===== src/rtl/mem_port_arbiter_pkg.sv =====
// mem_arb_pkg: shared definitions for the memory port arbiter.
//   owner_e        : which port owns the read response that is due next cycle
//   DEF_ADDR_W     : default BRAM doubleword-address width
//   DEF_MAX_IF_WAIT: default number of denied fetch cycles before fetch is forced to win
//   cnt_width()    : width of a counter that has to hold 0..max_val
package mem_arb_pkg;

   typedef enum logic [1:0] {
      OWN_NONE = 2'd0,
      OWN_IF   = 2'd1,
      OWN_DATA = 2'd2
   } owner_e;

   localparam int DEF_ADDR_W      = 13;
   localparam int DEF_MAX_IF_WAIT = 4;

   // A counter is never narrower than one bit, even when max_val is 0.
   function automatic int cnt_width(input int max_val);
      return (max_val < 1) ? 1 : $clog2(max_val + 1);
   endfunction

endpackage


===== src/rtl/mem_port_arbiter_if.sv =====
// mem_port_arbiter_if: every bus signal around the arbiter.
//   fetch port : i_req, i_addr, i_flush -> i_gnt, i_rvalid, i_rdata
//   data port  : d_req, d_we, d_wstrb, d_addr, d_wdata -> d_gnt, d_rvalid, d_rdata
//   BRAM port  : mem_en, mem_we, mem_addr, mem_wdata -> mem_rdata (1-cycle latency)
//   stalls     : stall_if, stall_mem
// The master modport is the requester/memory side; the slave modport is the arbiter.
interface mem_port_arbiter_if
   import mem_arb_pkg::*;
#(
   parameter int ADDR_W = DEF_ADDR_W
);
   logic              i_req;
   logic [63:0]       i_addr;
   logic              i_flush;
   logic              i_gnt;
   logic              i_rvalid;
   logic [31:0]       i_rdata;

   logic              d_req;
   logic              d_we;
   logic [7:0]        d_wstrb;
   logic [63:0]       d_addr;
   logic [63:0]       d_wdata;
   logic              d_gnt;
   logic              d_rvalid;
   logic [63:0]       d_rdata;

   logic              mem_en;
   logic [7:0]        mem_we;
   logic [ADDR_W-1:0] mem_addr;
   logic [63:0]       mem_wdata;
   logic [63:0]       mem_rdata;

   logic              stall_if;
   logic              stall_mem;

   modport master (
      output i_req, i_addr, i_flush, d_req, d_we, d_wstrb, d_addr, d_wdata, mem_rdata,
      input  i_gnt, i_rvalid, i_rdata, d_gnt, d_rvalid, d_rdata,
             mem_en, mem_we, mem_addr, mem_wdata, stall_if, stall_mem
   );

   modport slave (
      input  i_req, i_addr, i_flush, d_req, d_we, d_wstrb, d_addr, d_wdata, mem_rdata,
      output i_gnt, i_rvalid, i_rdata, d_gnt, d_rvalid, d_rdata,
             mem_en, mem_we, mem_addr, mem_wdata, stall_if, stall_mem
   );
endinterface


===== src/rtl/mem_port_arbiter_wait_counter.sv =====
// arb_wait_counter: counts consecutive cycles in which fetch asked and was refused.
//   clk, reset : clock and synchronous active-high reset
//   i_req      : fetch request this cycle
//   i_gnt      : fetch grant this cycle
//   wait_cnt   : current count, saturating at MAX_IF_WAIT
//   force_if   : count has saturated, so fetch must win this cycle
module arb_wait_counter
   import mem_arb_pkg::*;
#(
   parameter int MAX_IF_WAIT = DEF_MAX_IF_WAIT,
   parameter int CNT_W       = cnt_width(MAX_IF_WAIT)
) (
   input  logic             clk,
   input  logic             reset,
   input  logic             i_req,
   input  logic             i_gnt,
   output logic [CNT_W-1:0] wait_cnt,
   output logic             force_if
);

   localparam logic [CNT_W-1:0] CNT_MAX = CNT_W'(MAX_IF_WAIT);

   logic [CNT_W-1:0] wait_cnt_q;
   logic [CNT_W-1:0] wait_cnt_d;

   always_comb begin
      wait_cnt_d = '0;
      if (i_req && !i_gnt) begin
         wait_cnt_d = (wait_cnt_q == CNT_MAX) ? wait_cnt_q : wait_cnt_q + 1'b1;
      end
   end

   always_ff @(posedge clk) begin
      if (reset) begin
         wait_cnt_q <= '0;
      end else begin
         wait_cnt_q <= wait_cnt_d;
      end
   end

   assign wait_cnt = wait_cnt_q;
   assign force_if = (wait_cnt_q == CNT_MAX);

endmodule


===== src/rtl/mem_port_arbiter.sv =====
// mem_port_arbiter: shares one single-port BRAM between an instruction-fetch
// port and a data port. Arbitration is combinational in the request cycle;
// the read response comes back one cycle later and is steered to its owner.
//   clk, reset : clock and synchronous active-high reset
//   bus        : mem_port_arbiter_if.slave carrying fetch, data, BRAM and stall signals
// Data has priority over fetch, except that a fetch refused MAX_IF_WAIT cycles
// in a row wins the next contested cycle.
module mem_port_arbiter
   import mem_arb_pkg::*;
#(
   parameter int ADDR_W      = DEF_ADDR_W,
   parameter int MAX_IF_WAIT = DEF_MAX_IF_WAIT
) (
   input  logic           clk,
   input  logic           reset,
   mem_port_arbiter_if.slave bus
);

   localparam int CNT_W = cnt_width(MAX_IF_WAIT);

   logic             i_gnt;
   logic             d_gnt;
   logic             force_if;
   logic [CNT_W-1:0] wait_cnt;

   owner_e           owner_q;
   owner_e           owner_d;
   logic             half_q;
   logic             half_d;

   logic              mem_en;
   logic [7:0]        mem_we;
   logic [ADDR_W-1:0] mem_addr;
   logic [63:0]       mem_wdata;

   logic              i_rvalid;
   logic [31:0]       i_rdata;
   logic              d_rvalid;
   logic [63:0]       d_rdata;

   arb_wait_counter #(
      .MAX_IF_WAIT (MAX_IF_WAIT),
      .CNT_W       (CNT_W)
   ) u_wait (
      .clk      (clk),
      .reset    (reset),
      .i_req    (bus.i_req),
      .i_gnt    (i_gnt),
      .wait_cnt (wait_cnt),
      .force_if (force_if)
   );

   // Grants are held low during reset so nothing reaches the BRAM.
   always_comb begin
      i_gnt = 1'b0;
      d_gnt = 1'b0;
      if (!reset) begin
         if (bus.i_req && (force_if || !bus.d_req)) begin
            i_gnt = 1'b1;
         end else if (bus.d_req) begin
            d_gnt = 1'b1;
         end
      end
   end

   // BRAM command: the word address drops the byte offset and any bits above the array.
   always_comb begin
      mem_en    = 1'b0;
      mem_we    = '0;
      mem_addr  = '0;
      mem_wdata = '0;
      if (d_gnt) begin
         mem_en   = 1'b1;
         mem_addr = bus.d_addr[ADDR_W+2:3];
         if (bus.d_we) begin
            mem_we    = bus.d_wstrb;
            mem_wdata = bus.d_wdata;
         end
      end else if (i_gnt) begin
         mem_en   = 1'b1;
         mem_addr = bus.i_addr[ADDR_W+2:3];
      end
   end

   // Remember who gets next cycle's BRAM data. Writes finish in the grant cycle.
   always_comb begin
      owner_d = OWN_NONE;
      half_d  = 1'b0;
      if (d_gnt && !bus.d_we) begin
         owner_d = OWN_DATA;
      end else if (i_gnt) begin
         owner_d = OWN_IF;
         half_d  = bus.i_addr[2];
      end
   end

   always_ff @(posedge clk) begin
      if (reset) begin
         owner_q <= OWN_NONE;
         half_q  <= 1'b0;
      end else begin
         owner_q <= owner_d;
         half_q  <= half_d;
      end
   end

   // Response steering. Gating with reset drops a read that was in flight when
   // reset arrived; i_flush drops only the fetch response due this cycle.
   always_comb begin
      i_rvalid = 1'b0;
      i_rdata  = '0;
      d_rvalid = 1'b0;
      d_rdata  = '0;
      if (!reset) begin
         if (owner_q == OWN_DATA) begin
            d_rvalid = 1'b1;
            d_rdata  = bus.mem_rdata;
         end
         if (owner_q == OWN_IF && !bus.i_flush) begin
            i_rvalid = 1'b1;
            i_rdata  = half_q ? bus.mem_rdata[63:32] : bus.mem_rdata[31:0];
         end
      end
   end

   assign bus.i_gnt     = i_gnt;
   assign bus.d_gnt     = d_gnt;
   assign bus.i_rvalid  = i_rvalid;
   assign bus.i_rdata   = i_rdata;
   assign bus.d_rvalid  = d_rvalid;
   assign bus.d_rdata   = d_rdata;
   assign bus.mem_en    = mem_en;
   assign bus.mem_we    = mem_we;
   assign bus.mem_addr  = mem_addr;
   assign bus.mem_wdata = mem_wdata;
   assign bus.stall_if  = bus.i_req & ~i_gnt & ~reset;
   assign bus.stall_mem = bus.d_req & ~d_gnt & ~reset;

   // Address bits outside the word index carry no meaning here.
   logic unused_addr_bits;
   assign unused_addr_bits = ^{bus.i_addr[63:ADDR_W+3], bus.i_addr[1:0],
                               bus.d_addr[63:ADDR_W+3], bus.d_addr[2:0], wait_cnt};

endmodule

===== src/flat_wrapper.sv =====
// flat-port wrapper written by rule: the top's interface ports become plain ports
module mem_port_arbiter_flat import mem_arb_pkg::*;
#(
   parameter int ADDR_W      = DEF_ADDR_W,
   parameter int MAX_IF_WAIT = DEF_MAX_IF_WAIT
)
  (clk, reset, bus_i_req, bus_i_addr, bus_i_flush, bus_d_req, bus_d_we, bus_d_wstrb, bus_d_addr, bus_d_wdata, bus_mem_rdata, bus_i_gnt, bus_i_rvalid, bus_i_rdata, bus_d_gnt, bus_d_rvalid, bus_d_rdata, bus_mem_en, bus_mem_we, bus_mem_addr, bus_mem_wdata, bus_stall_if, bus_stall_mem);
  mem_port_arbiter_if #(.ADDR_W(ADDR_W)) bus_i ();
  input  logic clk;
  input  logic reset;
  input wire logic [$bits(bus_i.i_req)-1:0] bus_i_req;
  input wire logic [$bits(bus_i.i_addr)-1:0] bus_i_addr;
  input wire logic [$bits(bus_i.i_flush)-1:0] bus_i_flush;
  input wire logic [$bits(bus_i.d_req)-1:0] bus_d_req;
  input wire logic [$bits(bus_i.d_we)-1:0] bus_d_we;
  input wire logic [$bits(bus_i.d_wstrb)-1:0] bus_d_wstrb;
  input wire logic [$bits(bus_i.d_addr)-1:0] bus_d_addr;
  input wire logic [$bits(bus_i.d_wdata)-1:0] bus_d_wdata;
  input wire logic [$bits(bus_i.mem_rdata)-1:0] bus_mem_rdata;
  output wire logic [$bits(bus_i.i_gnt)-1:0] bus_i_gnt;
  output wire logic [$bits(bus_i.i_rvalid)-1:0] bus_i_rvalid;
  output wire logic [$bits(bus_i.i_rdata)-1:0] bus_i_rdata;
  output wire logic [$bits(bus_i.d_gnt)-1:0] bus_d_gnt;
  output wire logic [$bits(bus_i.d_rvalid)-1:0] bus_d_rvalid;
  output wire logic [$bits(bus_i.d_rdata)-1:0] bus_d_rdata;
  output wire logic [$bits(bus_i.mem_en)-1:0] bus_mem_en;
  output wire logic [$bits(bus_i.mem_we)-1:0] bus_mem_we;
  output wire logic [$bits(bus_i.mem_addr)-1:0] bus_mem_addr;
  output wire logic [$bits(bus_i.mem_wdata)-1:0] bus_mem_wdata;
  output wire logic [$bits(bus_i.stall_if)-1:0] bus_stall_if;
  output wire logic [$bits(bus_i.stall_mem)-1:0] bus_stall_mem;
  assign bus_i.i_req = bus_i_req;
  assign bus_i.i_addr = bus_i_addr;
  assign bus_i.i_flush = bus_i_flush;
  assign bus_i.d_req = bus_d_req;
  assign bus_i.d_we = bus_d_we;
  assign bus_i.d_wstrb = bus_d_wstrb;
  assign bus_i.d_addr = bus_d_addr;
  assign bus_i.d_wdata = bus_d_wdata;
  assign bus_i.mem_rdata = bus_mem_rdata;
  assign bus_i_gnt = bus_i.i_gnt;
  assign bus_i_rvalid = bus_i.i_rvalid;
  assign bus_i_rdata = bus_i.i_rdata;
  assign bus_d_gnt = bus_i.d_gnt;
  assign bus_d_rvalid = bus_i.d_rvalid;
  assign bus_d_rdata = bus_i.d_rdata;
  assign bus_mem_en = bus_i.mem_en;
  assign bus_mem_we = bus_i.mem_we;
  assign bus_mem_addr = bus_i.mem_addr;
  assign bus_mem_wdata = bus_i.mem_wdata;
  assign bus_stall_if = bus_i.stall_if;
  assign bus_stall_mem = bus_i.stall_mem;
  mem_port_arbiter #(.ADDR_W(ADDR_W), .MAX_IF_WAIT(MAX_IF_WAIT)) u_core (.clk(clk), .reset(reset), .bus(bus_i));
endmodule

===== config.mk =====
export PLATFORM = sky130hd
export DESIGN_NAME = mem_port_arbiter_flat
export DESIGN_NICKNAME = d
export VERILOG_FILES = /design/src/rtl/mem_port_arbiter_pkg.sv /design/src/rtl/mem_port_arbiter_if.sv /design/src/rtl/mem_port_arbiter_wait_counter.sv /design/src/rtl/mem_port_arbiter.sv /design/src/flat_wrapper.sv
export SDC_FILE = /design/constraint.sdc
export NUM_CORES = 1
export LEC_CHECK = 0
export ABC_AREA = 1
export CAP_MARGIN = 0
export CORE_AREA = 2 2 180 182
export CTS_CLUSTER_SIZE = 8
export DETAILED_ROUTE_END_ITERATION = 16
export DIE_AREA = 0 0 182 184
export GPL_ROUTABILITY_DRIVEN = 1
export SYNTH_ARGS = -nofsm -noshare
export SYNTH_HDL_FRONTEND = slang
export SYNTH_SLANG_ARGS = --single-unit

===== constraint.sdc =====
create_clock -name clk -period 1.75 [get_ports clk]
set_clock_uncertainty 0.05 [all_clocks]
set_input_delay 0.175 -clock clk [delete_from_list [all_inputs] [get_ports clk]]
set_output_delay 0.175 -clock clk [all_outputs]
set_load 0.03 [all_outputs]

# --- After elaboration in Yosys (flattened, before gate mapping) ---
# Index checks and enable logic that the tools add are counted.
op_classes:
  reduce_logical: 12
  n_addsub: 1
  n_eq_ne: 3
  mux: 24
  bitwise: 8
op_table:
  columns: ["cell", "n"]
  rows:
  - ["$mux 64", 4]
  - ["$mux 32", 3]
  - ["$mux 13", 2]
  - ["$mux 8", 2]
  - ["$mux 1", 12]
  - ["$and 1x1->1", 4]
  - ["$logic_and 1x1->1", 4]
  - ["$logic_not 1->1", 4]
  - ["$not 1->1", 4]
  - ["$reduce_or 2->1", 2]
  - ["$add 3x1->3 const B", 1]
  - ["$eq 3x3->1 const B", 1]
  - ["$reduce_or 3->1", 1]
  - ["$eq 2x1->1 const B", 1]
  - ["$eq 2x2->1 const B", 1]
  - ["$mux 2", 1]
  - ["$logic_or 1x1->1", 1]
word_totals:
  output_inout_bits: 188
  inputBits: 270
  elab_cells: 52
  ff_bits: 6

# --- Longest topological paths before layout ---
depth:
  word_depth: 9
  mapped_depth: 7
  ltp_nobuf: 7

# --- Modules after synthesis ---
# A second synthesis with hierarchy kept.
unflattened:
  hier_cells: 498
  hier_area_um2: 2152.1
modules_own_cells:
  columns: ["mod", "seq_area_each_um2", "area_each_um2", "instances", "cells_per_inst"]
  rows:
  - ["mem_port_arbiter", 60.1, 1976.9, 1, 472]
  - ["arb_wait_counter", 60.1, 175.2, 1, 26]

# --- Worst setup path after synthesis ---
# Ideal clock, no wire load.
synth_path:
  path_kind: "register to output"
  start: "register u_core.u_wait.wait_cnt_q[0] (netlist: u_core.u_wait.wait_cnt[0])"
  end: "output bus_stall_mem"
  arrival_ns: 1.540
  path_slack_ns: -0.015
  required_time_ns: 1.525
  n_path_buf: 1
  stages_incl_launch_ff: 6
  cell_sequence: "dfxtp_1 inv_1 ha_1 nand3_2 clkbuf_1 nor3_1"
synth_between:
  elab_chain_len: 8
synth_lines:
  columns: ["item", "line_no", "rtl"]
  rows:
  - ["from (decl)", "mem_port_arbiter_wait_counter.sv:23", "logic [CNT_W-1:0] wait_cnt_q;"]
  - ["from (signal assigned)", "mem_port_arbiter_wait_counter.sv:37", "wait_cnt_q <= wait_cnt_d;"]
  - ["$eq 3x3->1", "mem_port_arbiter_wait_counter.sv:42", "assign force_if = (wait_cnt_q == CNT_MAX);"]
  - ["$logic_or 1x1->1", "mem_port_arbiter.sv:58", "if (bus.i_req && (force_if || !bus.d_req)) begin"]
  - ["$logic_and 1x1->1", "mem_port_arbiter.sv:58", null]
  - ["$mux 1", "mem_port_arbiter.sv:58", null]
  - ["$mux 1", "mem_port_arbiter.sv:57", "if (!reset) begin"]
  - ["$not 1->1", "mem_port_arbiter.sv:137", "assign bus.stall_mem = bus.d_req & ~d_gnt & ~reset;"]
  - ["$and 1x1->1 (2 in series)", "mem_port_arbiter.sv:137", null]
  - ["to (decl)", "flat_wrapper.sv:31", "output wire logic [$bits(bus_i.stall_mem)-1:0] bus_stall_mem;"]
# No other way between the ends.

# --- Final worst setup path ---
layout_path:
  start: "register u_core.u_wait.wait_cnt_q[1] (netlist: u_core.u_wait.wait_cnt[1])"
  end: "output bus_mem_wdata[17]"
layout_between:
  elab_chain_len: 6
layout_lines:
  columns: ["item", "line_no", "rtl"]
  rows:
  - ["$eq 3x3->1", "mem_port_arbiter_wait_counter.sv:42", null]
  - ["$logic_or 1x1->1", "mem_port_arbiter.sv:58", null]
  - ["$logic_and 1x1->1", "mem_port_arbiter.sv:58", null]
  - ["$mux 1", "mem_port_arbiter.sv:58", null]
  - ["$mux 1", "mem_port_arbiter.sv:57", null]
  - ["$mux 64", "mem_port_arbiter.sv:72", "if (d_gnt) begin"]
  - ["to (decl)", "flat_wrapper.sv:29", "output wire logic [$bits(bus_i.mem_wdata)-1:0] bus_mem_wdata;"]
# No other way between the ends.

==> PnR_summary.wiki <==
{| class="wikitable"
! Metric !! Value
|-
| Maximum fanout along the worst path || 8
|-
| Maximum number of pins on one net before global-route repair || 74
|-
| Chip height || between 150 and 200 um
|-
| Top-level port count || between 400 and 500
|-
| Outcome || complete, but fails checks
|-
| Final hold violations || 0
|-
| Number of register bits inferred by synthesis || 6
|-
| Final worst path period share || 104%
|-
| Number of antenna violations at the first check in global routing || 0
|-
| Post-Syn Instances || 490
|-
| Cell leakage power || about 0.0032 uW
|-
| First element of the critical path || u_core.u_wait.wait_cnt[1]
|-
| CP endpoint || bus_mem_wdata[17]
|-
| Post-route total power || 1770 uW
|-
| Horiz. Die Dim || 182 um
|-
| Placeable Area || 31400 um2
|-
| Maximum clock frequency || ~550 MHz
|-
| Site row count || 65
|-
| Unrepaired setup endpoints after global routing || true
|-
| Crit-path cells || inv_2 > ha_4 > nand3_4 > nand2_8 > buf_12 > buf_12 > nor2_1 > buf_4
|-
| Effective utilization at floorplan || 6.93%
|-
| Number of instances on the worst hold path || 3
|-
| Library cell appearing most often on the critical path || buf_12
|-
| Post-detailed-route via-to-cell ratio || approximately 3.4
|-
| CTS H-Tree Depth || 1
|-
| Number of buffer cells added on primary ports || 356
|-
| Max VDD drop || about 0.24 mV
|-
| Iteration-0 DRC Markers || between 80 and 90
|-
| Average instance area after synthesis || roughly 4.4 um2
|-
| Reg-to-Reg Start || u_core.u_wait.wait_cnt[1]
|-
| Number of diodes || 0
|-
| Count of pins over their slew limit || 0
|-
| Fraction of the yosys area taken by sequential cells || 5.52%
|-
| Placement-stage worst setup slack || -106 ps
|-
| Required time at the worst-slack endpoint || roughly 1500 ps
|-
| Worst path arrival time || 1600 ps
|-
| Antenna Nets Post-Route || 0
|-
| Total nets after synthesis || approximately 760
|-
| Fill cell count || 3464
|-
| Worst Setup End Kind || primary output
|-
| Root buffer selected by CTS || clkbuf_16
|-
| Total Nets Final || about 1100
|-
| Kind of critical path || reg2out
|-
| Worst Slack Setup Final || -75.4 ps
|-
| Netlist area before placement || about 2200 um2
|-
| Number of distinct library cells after synthesis || 19
|-
| CTS tree || yes
|-
| Failing checks || setup timing
|-
| GP Congestion || a little over 0.7
|-
| Later-pin clock latency in the skew report || about 230 ps
|-
| Average wire per standard cell || approximately 11 um
|-
| Wirelength, routed || ~14000 um
|-
| Crit-path max cell delay || ~340 ps
|-
| Reported max-cap violation count || 0
|-
| Aggregate global routing overflow || 0
|-
| Vias in the first global route || roughly 4000
|-
| Cts hold-fix bufs || 0
|-
| Layout overhead on the synthesized area || 212%
|-
| Min Clock Period, post-route || about 1800 ps
|-
| Finish-stage setup viols || 40
|-
| Detailed-route via count || approximately 4300
|-
| Worst setup slack for register-to-register paths || 360 ps
|-
| Estimated wirelength of the detail-placed design || around 11000 um
|-
| Min Hold Slack || approximately 410 ps
|-
| Count of warnings emitted by yosys || 0
|-
| Largest buffer count on any clock path || 2
|-
| Critical R2R Capture || u_core.half_q
|-
| Fraction of final layout cells sized beyond drive strength 1 || between 30% and 40%
|-
| Clock transition at the register clock pins on the worst setup and hold paths after CTS || about 30 ps
|-
| Drt pass-1 iters || 4
|-
| Transition at the pin with the smallest max-transition slack || between 200 and 300 ps
|-
| Ratio of total power to cell area || ~260 nW/um2
|-
| Worst-case reg-to-reg path depth || 8
|-
| Critical path launch point type || flip-flop
|-
| Slew margin rel. || about four fifths
|-
| Clock buffer count from CTS || 3
|-
| Global-route wire length before repair || 19400 um
|-
| Die Footprint || about 33000 um2
|-
| Type of the most critical hold path || in2reg
|-
| # clock sinks || 6
|-
| Post-detailed-route DRC marker count || 0
|-
| Crit-path slowest cell || dfxtp_2
|-
| Total global-route track usage || under 10%
|}
-- layout make-up --
| cell class | instances | area, um2 | share of cell area [%] |
|---|---|---|---|
| Sequential cell | 6 | 124 | 1.82 |
| Multi-Input combinational cell | 369 | 1870 | 27.6 |
| Timing Repair Buffer | 392 | 3920 | 57.8 |
| Tap cell | 402 | 503 | 7.41 |
| Clock buffer | 3 | 75.1 | 1.11 |
| Inverter | 78 | 293 | 4.31 |
-- cell families after synthesis --
logic type | synth area share (%)
simple gates | 61.3
buf+inv | 24.2
compound gates | 7.36
flops | 5.52
fa+ha+maj | 1.15
xor+xnor | 0.403
-- power by group --
group	switching, uW	internal, uW
sequential	2.39	142
clock	72.9	293
combinational	602	653
total	678	1090
-- registers in the layout, summed over array words and instances (netlist names) --
| register | flops |
|---|---|
| u_core.u_wait.wait_cnt | 3 |
| u_core.owner_q | 2 |
| u_core.half_q | 1 |
-- worst max-delay path, delay by kind of cell (launching register included) --
family	cells	cell delay, ps
adders and majority gates	1	170
buffers and inverters	4	530
DFF	1	340
and+or+nand+nor	3	310
-- repair_timing --
item,CTS,global route
gates cloned,0,4
endpoints found under the setup margin,161,77
pin swaps,0,3
setup buffers,0,2
gates resized for setup,12,139
-- cells in the final DEF, fill, tap and decap left out --
cell / Yosys / routed
nand3_4: 0 / 1
inv_2: 2 / 4
inv_1: 76 / 74
dfxtp_1: 6 / 3
dlygate4sd2_1: 0 / 1
clkdlybuf4s50_1: 0 / 166
xnor2_1: 1 / 1
o21ai_0: 32 / 32
nand2_8: 0 / 1
dfxtp_2: 0 / 3
nand2_4: 0 / 1
buf_8: 0 / 3
nand4_1: 1 / 1
nand3_1: 28 / 28
ha_1: 2 / 1
clkbuf_16: 0 / 7
buf_12: 0 / 24
nor3_2: 0 / 1
nand2_2: 0 / 4
buf_6: 6 / 46
nand2_1: 127 / 121
ha_4: 0 / 1
nor2_1: 164 / 111
nor2_4: 1 / 32
buf_4: 10 / 147
buf_2: 10 / 1
nor2_2: 11 / 33
-- worst min-delay path by stage --
stage / startpoint / slack (ps) / endpoint
final: bus_d_we / 410 / u_core.owner_q[1]
after global routing: bus_d_we / 440 / u_core.owner_q[1]
after CTS: u_core.u_wait.wait_cnt[0] / 380 / u_core.u_wait.wait_cnt[0]
after detailed placement: u_core.u_wait.wait_cnt[0] / 390 / u_core.u_wait.wait_cnt[0]
after global placement: u_core.u_wait.wait_cnt[0] / 380 / u_core.u_wait.wait_cnt[0]
after floorplan: bus_i_addr[2] / 240 / u_core.half_q
-- synthesized netlist by cell type --
master	number	area (um2)
buf_6	6	67.6
dfxtp_1	6	120
o21ai_0	32	160
clkbuf_1	10	37.5
buf_2	10	50.1
buf_1	1	3.75
ha_1	2	25.0
nand2_1	127	477
inv_1	76	285
nor2_4	1	11.3
nand3_1	28	140
nor2_1	164	616
nor3_1	1	5.00
nand3_2	1	10.0
xnor2_1	1	8.76
nand4_1	1	6.26
inv_2	2	7.51
nor2_2	11	68.8
buf_4	10	75.1
-- through the flow --
| stage | area, um2 | instances | util [%] | TNS, ps |
|---|---|---|---|---|
| 2_1_floorplan | 2180 | 490 | - | 0 |
| 4_1_cts | 6180 | 1245 | 19.7 | -790 |
| 3_3_place_gp | 6080 | 1242 | 19.4 | -2330 |
| 3_5_place_dp | 6080 | 1242 | 19.4 | -3270 |
| 6_report | 6790 | 1250 | 21.6 | -915 |
| 5_1_grt | 6790 | 1250 | 21.6 | -5040 |
-- metal layers --
layer / vias to the layer above / wire length [um] / global-route usage (%)
met4: 0 / 127 / 1.03
li1: 2149 / - / -
met5: - / 0 / 0
met1: 1812 / 5130 / 7.03
met2: 284 / 7400 / 14.5
met3: 8 / 1640 / 2.02
Note: power is estimated with default switching activity, not from simulation.
